$ cat config.mk
export PLATFORM = sky130hd
export DESIGN_NAME = ift_taint_monitor
export DESIGN_NICKNAME = d
export VERILOG_FILES = /design/src/rtl/ift_taint_monitor.sv
export SDC_FILE = /design/constraint.sdc
export NUM_CORES = 1
export LEC_CHECK = 0
export CORE_MARGIN = 4
export CORE_UTILIZATION = 44
export CTS_CLUSTER_DIAMETER = 30
export CTS_CLUSTER_SIZE = 14
export DETAILED_ROUTE_END_ITERATION = 7
export GPL_TIMING_DRIVEN = 0
export PLACE_DENSITY = 0.87
export SETUP_SLACK_MARGIN = 0.05
export SLEW_MARGIN = 5
export SYNTH_ARGS = -nofsm -noshare
export SYNTH_HDL_FRONTEND = slang
export SYNTH_SLANG_ARGS = --single-unit
$ cat constraint.sdc
create_clock -name CLK -period 6.9 [get_ports CLK]
set_input_delay 1.035 -clock CLK [delete_from_list [all_inputs] [get_ports CLK]]
set_output_delay 1.035 -clock CLK [all_outputs]
set_load 0.1 [all_outputs]
$ cat src/rtl/ift_taint_monitor.sv
// ift_taint_monitor: observes an IFT-instrumented register output (Q, Q_t).
// It counts tainted samples, records the timestamp of the first tainted sample
// and a sticky per-bit taint mask, and raises ALARM once the count reaches THRESH.
// Optional feature macro: IFT_MON_EVLOG_EN adds an event FIFO of {TS, Q, Q_t}.
// Ports:
//   CLK, SRST         clock, synchronous active-high reset
//   Q, Q_t, VLD       monitored data, its taint vector, sample strobe
//   CLR               clears alarm, counters and log (TS keeps running)
//   EV_RDY            event pop request
//   EV_VLD/TS/Q/T     show-ahead FIFO head (zero when empty)
//   OVF               sticky FIFO-overflow flag
//   TS                free-running timestamp
//   TAINT_CNT         saturating tainted-sample count
//   FIRST_TS          TS of the first tainted sample while ARMED
//   STICKY_T          OR of every sampled Q_t
//   STATE, ALARM      FSM state and alarm flag
module ift_taint_monitor #(
  parameter int unsigned DW     = 2,
  parameter int unsigned TW     = 32,
  parameter int unsigned CW     = 16,
  parameter int unsigned DEPTH  = 4,
  parameter int unsigned THRESH = 3
) (
  input  logic          CLK,
  input  logic          SRST,
  input  logic [DW-1:0] Q,
  input  logic [TW-1:0] Q_t,
  input  logic          VLD,
  input  logic          CLR,
  input  logic          EV_RDY,
  output logic          EV_VLD,
  output logic [CW-1:0] EV_TS,
  output logic [DW-1:0] EV_Q,
  output logic [TW-1:0] EV_T,
  output logic          OVF,
  output logic [CW-1:0] TS,
  output logic [CW-1:0] TAINT_CNT,
  output logic [CW-1:0] FIRST_TS,
  output logic [TW-1:0] STICKY_T,
  output logic [1:0]    STATE,
  output logic          ALARM
);

  localparam logic [1:0] ST_ARMED   = 2'b00;
  localparam logic [1:0] ST_TAINTED = 2'b01;
  localparam logic [1:0] ST_ALARM   = 2'b10;

  localparam logic [CW-1:0] CNT_MAX = '1;
  localparam logic [CW-1:0] THR     = CW'(THRESH);

  logic [1:0]    state_q, state_d;
  logic          alarm_q;
  logic [CW-1:0] ts_q, ts_d;
  logic [CW-1:0] cnt_q, cnt_d, cnt_nx;
  logic [CW-1:0] first_q, first_d;
  logic [TW-1:0] sticky_q, sticky_d;
  logic          tainted;
  logic          take;

  // A tainted sample coinciding with CLR is discarded entirely.
  assign tainted = VLD && (|Q_t);
  assign take    = tainted && !CLR;
  assign cnt_nx  = (cnt_q == CNT_MAX) ? CNT_MAX : cnt_q + CW'(1);

  // FSM register
  always_ff @(posedge CLK) begin
    if (SRST) begin
      state_q <= ST_ARMED;
      alarm_q <= 1'b0;
    end else begin
      state_q <= state_d;
      alarm_q <= (state_d == ST_ALARM);
    end
  end

  // FSM next state
  always_comb begin
    state_d = state_q;
    case (state_q)
      ST_ARMED:   if (take) state_d = (cnt_nx >= THR) ? ST_ALARM : ST_TAINTED;
      ST_TAINTED: if (take && (cnt_nx >= THR)) state_d = ST_ALARM;
      ST_ALARM:   state_d = ST_ALARM;
      default:    state_d = ST_ARMED;
    endcase
    if (CLR) state_d = ST_ARMED;
  end

  // Timestamp, counter, first-taint time and sticky mask next values
  always_comb begin
    ts_d     = ts_q + CW'(1);
    cnt_d    = cnt_q;
    first_d  = first_q;
    sticky_d = sticky_q;
    if (CLR) begin
      cnt_d    = '0;
      first_d  = '0;
      sticky_d = '0;
    end else begin
      if (VLD) sticky_d = sticky_q | Q_t;
      if (take) begin
        cnt_d = cnt_nx;
        if (state_q == ST_ARMED) first_d = ts_q;
      end
    end
  end

  always_ff @(posedge CLK) begin
    if (SRST) begin
      ts_q     <= '0;
      cnt_q    <= '0;
      first_q  <= '0;
      sticky_q <= '0;
    end else begin
      ts_q     <= ts_d;
      cnt_q    <= cnt_d;
      first_q  <= first_d;
      sticky_q <= sticky_d;
    end
  end

  assign TS        = ts_q;
  assign TAINT_CNT = cnt_q;
  assign FIRST_TS  = first_q;
  assign STICKY_T  = sticky_q;
  assign STATE     = state_q;
  assign ALARM     = alarm_q;

`ifdef IFT_MON_EVLOG_EN
  localparam int unsigned AW = (DEPTH > 1) ? $clog2(DEPTH) : 1;

  logic [CW-1:0] mem_ts [DEPTH];
  logic [DW-1:0] mem_q  [DEPTH];
  logic [TW-1:0] mem_t  [DEPTH];
  logic [AW-1:0] wr_q, rd_q;
  logic [AW:0]   fcnt_q, fcnt_d;
  logic          ovf_q;
  logic          ev_vld_c, full_c, pop_c, push_c, drop_c;

  assign ev_vld_c = (fcnt_q != '0);
  assign full_c   = (fcnt_q == (AW+1)'(DEPTH));
  assign pop_c    = ev_vld_c && EV_RDY;
  // When full, a push is accepted only if a pop frees a slot in the same cycle.
  assign push_c   = take && (!full_c || pop_c);
  assign drop_c   = take && full_c && !pop_c;

  always_comb begin
    fcnt_d = fcnt_q;
    case ({push_c, pop_c})
      2'b10:   fcnt_d = fcnt_q + (AW+1)'(1);
      2'b01:   fcnt_d = fcnt_q - (AW+1)'(1);
      default: fcnt_d = fcnt_q;
    endcase
  end

  // Storage has no reset; entries are only visible while counted
  always_ff @(posedge CLK) begin
    if (push_c) begin
      mem_ts[wr_q] <= ts_q;
      mem_q[wr_q]  <= Q;
      mem_t[wr_q]  <= Q_t;
    end
  end

  always_ff @(posedge CLK) begin
    if (SRST || CLR) begin
      wr_q   <= '0;
      rd_q   <= '0;
      fcnt_q <= '0;
      ovf_q  <= 1'b0;
    end else begin
      if (push_c) wr_q <= wr_q + AW'(1);
      if (pop_c)  rd_q <= rd_q + AW'(1);
      fcnt_q <= fcnt_d;
      if (drop_c) ovf_q <= 1'b1;
    end
  end

  assign EV_VLD = ev_vld_c;
  assign EV_TS  = ev_vld_c ? mem_ts[rd_q] : '0;
  assign EV_Q   = ev_vld_c ? mem_q[rd_q]  : '0;
  assign EV_T   = ev_vld_c ? mem_t[rd_q]  : '0;
  assign OVF    = ovf_q;
`else
  logic unused_evlog;
  assign unused_evlog = ^{Q, EV_RDY};

  assign EV_VLD = 1'b0;
  assign EV_TS  = '0;
  assign EV_Q   = '0;
  assign EV_T   = '0;
  assign OVF    = 1'b0;
`endif

endmodule

==> PnR_summary.wiki <==
{| class="wikitable"
! Metric !! Value
|-
| Outcome || finished, final reports clean
|-
| Placed cell count || 698
|-
| Count of port buffers added during placement || roughly 120
|-
| Gpl congestion || 0.9375
|-
| Setup repair after global routing missed its margin || no
|-
| Count leader, synth || sky130_fd_sc_hd__dfxtp_1
|-
| Post-route insts no fill || 714
|-
| Pin slew with the least headroom to its limit || 1.034 ns
|-
| Level count of the clock H-tree || 3
|-
| Total negative slack for setup checks || 0 ns
|-
| WL final || 10.17 mm
|-
| Post-CTS Resized || 0
|-
| Root buffer cell || sky130_fd_sc_hd__clkbuf_8
|-
| Netlist Area Pre-Place || 3711 um2
|-
| Endpoint arrival time on the critical path || 3.47 ns
|-
| Post-route ant nets || 0
|-
| Die Y || 99.84 um
|-
| Relative slew slack || 0.3082
|-
| Slowest stage delay, CP || 0.46 ns
|-
| Total routing usage reported by global routing || 0.1987
|-
| Final routed wire length divided by cell count || 14.25 um
|-
| Highest net fanout along the worst path || 10
|-
| Clock tree from TritonCTS || built
|-
| I/O pins || between 150 and 200
|-
| Pin count of the biggest net entering global routing || 15
|-
| Fin. max-slew vios || 0
|-
| Buffering stage count on the worst path with inverters included || 3
|-
| Dpl hpwl || 7.827 mm
|-
| Total clock buffers created by CTS || 9
|-
| Clock period minus worst slack || ~3.3 ns
|-
| Pleak || ~0.0023 uW
|-
| Predominant post-synthesis flop cell || sky130_fd_sc_hd__dfxtp_1
|-
| Total number of yosys warnings || 0
|-
| Final setup violation count || 0
|-
| Worst reg2reg path startpoint || TAINT_CNT[0]
|-
| Cell type group with the largest total delay on the critical path || buffers and inverters
|-
| Hold Buf Count CTS || 0
|-
| Post-detailed-route via-to-cell ratio || 4.976
|-
| Avg Synthesized Cell Area || 8.711 um2
|-
| Number of enable-type register cells in the synthesized netlist || 0
|-
| Wire length of the first global-routing pass || 16.24 mm
|-
| Worst setup path class || primary input to flip-flop
|-
| Worst setup path startpoint || Q_t[8]
|-
| Synth-to-layout area growth || 45.72%
|-
| Ys async rst share || 0
|-
| Fraction of post-synthesis cell area in the top cell type by area || 0.4477
|-
| DRC violation total after the first TritonRoute iteration || 131
|-
| MaxCap Viol Count || 0
|-
| Register bit count reported by yosys || 83
|-
| Netlist cell types || 45
|-
| Clk slew on worst S/H paths || 0.08 ns
|-
| Number of hold violations in the final report || 0
|-
| Highest clock rate || 0.3075 GHz
|-
| Antenna Diode Count || 0
|-
| Commonest cells post-synth || sky130_fd_sc_hd__dfxtp_1 (83), sky130_fd_sc_hd__nor2_1 (72), sky130_fd_sc_hd__buf_4 (53)
|-
| Worst setup SP type || primary input
|-
| Largest cells by area after synthesis || sky130_fd_sc_hd__dfxtp_1 (45%), sky130_fd_sc_hd__buf_4 (11%), sky130_fd_sc_hd__nor2_1 (7.3%), sky130_fd_sc_hd__a21oi_1 (6.7%), sky130_fd_sc_hd__mux2i_1 (4.3%)
|-
| Slowest stage cell, crit path || sky130_fd_sc_hd__o21ai_0
|-
| Fraction of final layout cells with drive strength greater than 1 || 0.1412
|-
| Number of global-route vias before repair || approximately 3400
|-
| Clk sinks || 83
|-
| Starting density of the core || 0.4517
|-
| Placeable core region || 8217 um2
|-
| Floorplan die area || between 9000 and 10000 um2
|-
| Power Density || around 210 nW/um2
|-
| Total grt overflow || 0
|-
| Total number of nets in the final design || 645
|-
| Postcts setup bufs || 0
|-
| Deepest clock path buffer count || 2
|-
| Part of the cycle the worst path needs || 0.4713
|-
| Type of the most critical hold path || flip-flop to flip-flop
|-
| Number of remaining DRC errors || 0
|-
| Kind of end point of the critical path || flip-flop
|-
| Number of antenna violations at the first check in global routing || 0
|-
| Source-to-sink clock delay at the later pin of the worst-skew pair || 0.34 ns
|-
| Standard-cell rows || 33
|-
| CP Cell Sequence || clkdlybuf4s50_1, nor4_1, nand4_1, o21ai_0, or4_1, buf_2, buf_4, mux2i_1, nor2_1
|-
| Total vias in the final route || 3553
|-
| First drt pass iteration count || 4
|-
| Die width || 99.84 um
|-
| Worst Skew || 0.008900 ns
|-
| Start point of the worst hold path || STICKY_T[4]
|-
| Worst VDD drop || between 0.15 and 0.2 mV
|-
| Cell count after synthesis || 426
|-
| Seq/Total Area, Yosys || 0.4477
|-
| Endpoint required time on the critical path || 7.12 ns
|-
| Library cell occupying the most area in the post-synthesis netlist || sky130_fd_sc_hd__dfxtp_1
|}
==> logic make-up after synthesis <==
kind of cell	Yosys count	share of synthesized area
simple gates	151	0.1996
flops	83	0.4477
compound gates	80	0.1264
buf+inv	78	0.1399
mux	16	0.04315
xor+xnor	15	0.03540
fa+ha+maj	2	0.006742
other cells	1	0.001010
==> power by group <==
group          switching, uW  internal, uW
sequential              6.70           488
clock                    175           188
combinational            230          65.8
total                    412           742
==> layer usage <==
layer  track usage  vias up  routed length [um]
li1              -     1729                   -
met1        0.2344     1634                4014
met2        0.3350      170                4944
met3       0.07019       20                1032
met4       0.06828        0                 182
met5             0        -                   0
==> path summary, 6_finish.rpt <==
path / to / slack [ns] / cells past startpoint
worst min-delay path: STICKY_T[4] / 0.47 / 2
worst min register to register: STICKY_T[4] / 0.47 / 2
worst max register to register: ALARM / 4.45 / 8
worst max-delay path: FIRST_TS[12] / 3.65 / 9
==> registers in the layout, indices dropped and copies added (netlist names) <==
name       cells
STATE          2
ALARM          1
STICKY_T      32
FIRST_TS      16
TAINT_CNT     16
TS            16
==> worst register-to-register path, cell delays in order (launching register included) <==
cell and delay (ns):
sky130_fd_sc_hd__dfxtp_1 0.38, sky130_fd_sc_hd__ha_1 0.27, sky130_fd_sc_hd__and3_1 0.21, sky130_fd_sc_hd__buf_6 0.14, sky130_fd_sc_hd__and3_2 0.23, sky130_fd_sc_hd__o31ai_1 0.24
sky130_fd_sc_hd__a31oi_1 0.12, sky130_fd_sc_hd__or4_4 0.52, sky130_fd_sc_hd__a31o_1 0.23
==> cell type report <==
| class | count | area [um2] |
|---|---|---|
| multi-input combinational | 316 | 1722 |
| sequential | 83 | 1662 |
| fill | 687 | 2809 |
| clock inverter | 5 | 61.31 |
| timing repair buffer | 116 | 1161 |
| inverter | 2 | 7.507 |
| clock buffer | 11 | 151.4 |
| tap | 105 | 131.4 |
| buffer | 76 | 511.7 |
==> metrics by stage <==
step	worst slack [ns]	hold WS (ns)	cell area, um2	utilization	total power [uW]
6_report	3.648	0.4727	5408	0.6581	1154
5_1_grt	3.448	0.5035	5408	0.6581	1193
4_1_cts	3.614	0.4759	5408	0.6581	1157
3_5_place_dp	3.280	0.4570	5195	0.6323	799.0
3_3_place_gp	3.273	0.4479	5195	0.6323	797.0
2_1_floorplan	4.052	0.8882	3902	-	748.0
==> placed cells by master (no fill, tap or decap), types with 11 or more instances in the layout <==
| master | synthesis | routed |
|---|---|---|
| sky130_fd_sc_hd__dfxtp_1 | 83 | 83 |
| sky130_fd_sc_hd__mux2i_1 | 16 | 16 |
| sky130_fd_sc_hd__nand2_1 | 14 | 14 |
| sky130_fd_sc_hd__nor2_1 | 72 | 72 |
| sky130_fd_sc_hd__clkdlybuf4s50_1 | 0 | 116 |
| sky130_fd_sc_hd__conb_1 | 1 | 52 |
| sky130_fd_sc_hd__nand3_1 | 14 | 14 |
| sky130_fd_sc_hd__clkbuf_1 | 16 | 16 |
| sky130_fd_sc_hd__xor2_1 | 11 | 11 |
| sky130_fd_sc_hd__a21oi_1 | 50 | 50 |
| sky130_fd_sc_hd__clkbuf_8 | 0 | 11 |
| sky130_fd_sc_hd__buf_4 | 53 | 53 |
No activity file was read; power rests on OpenSTA's default activity.
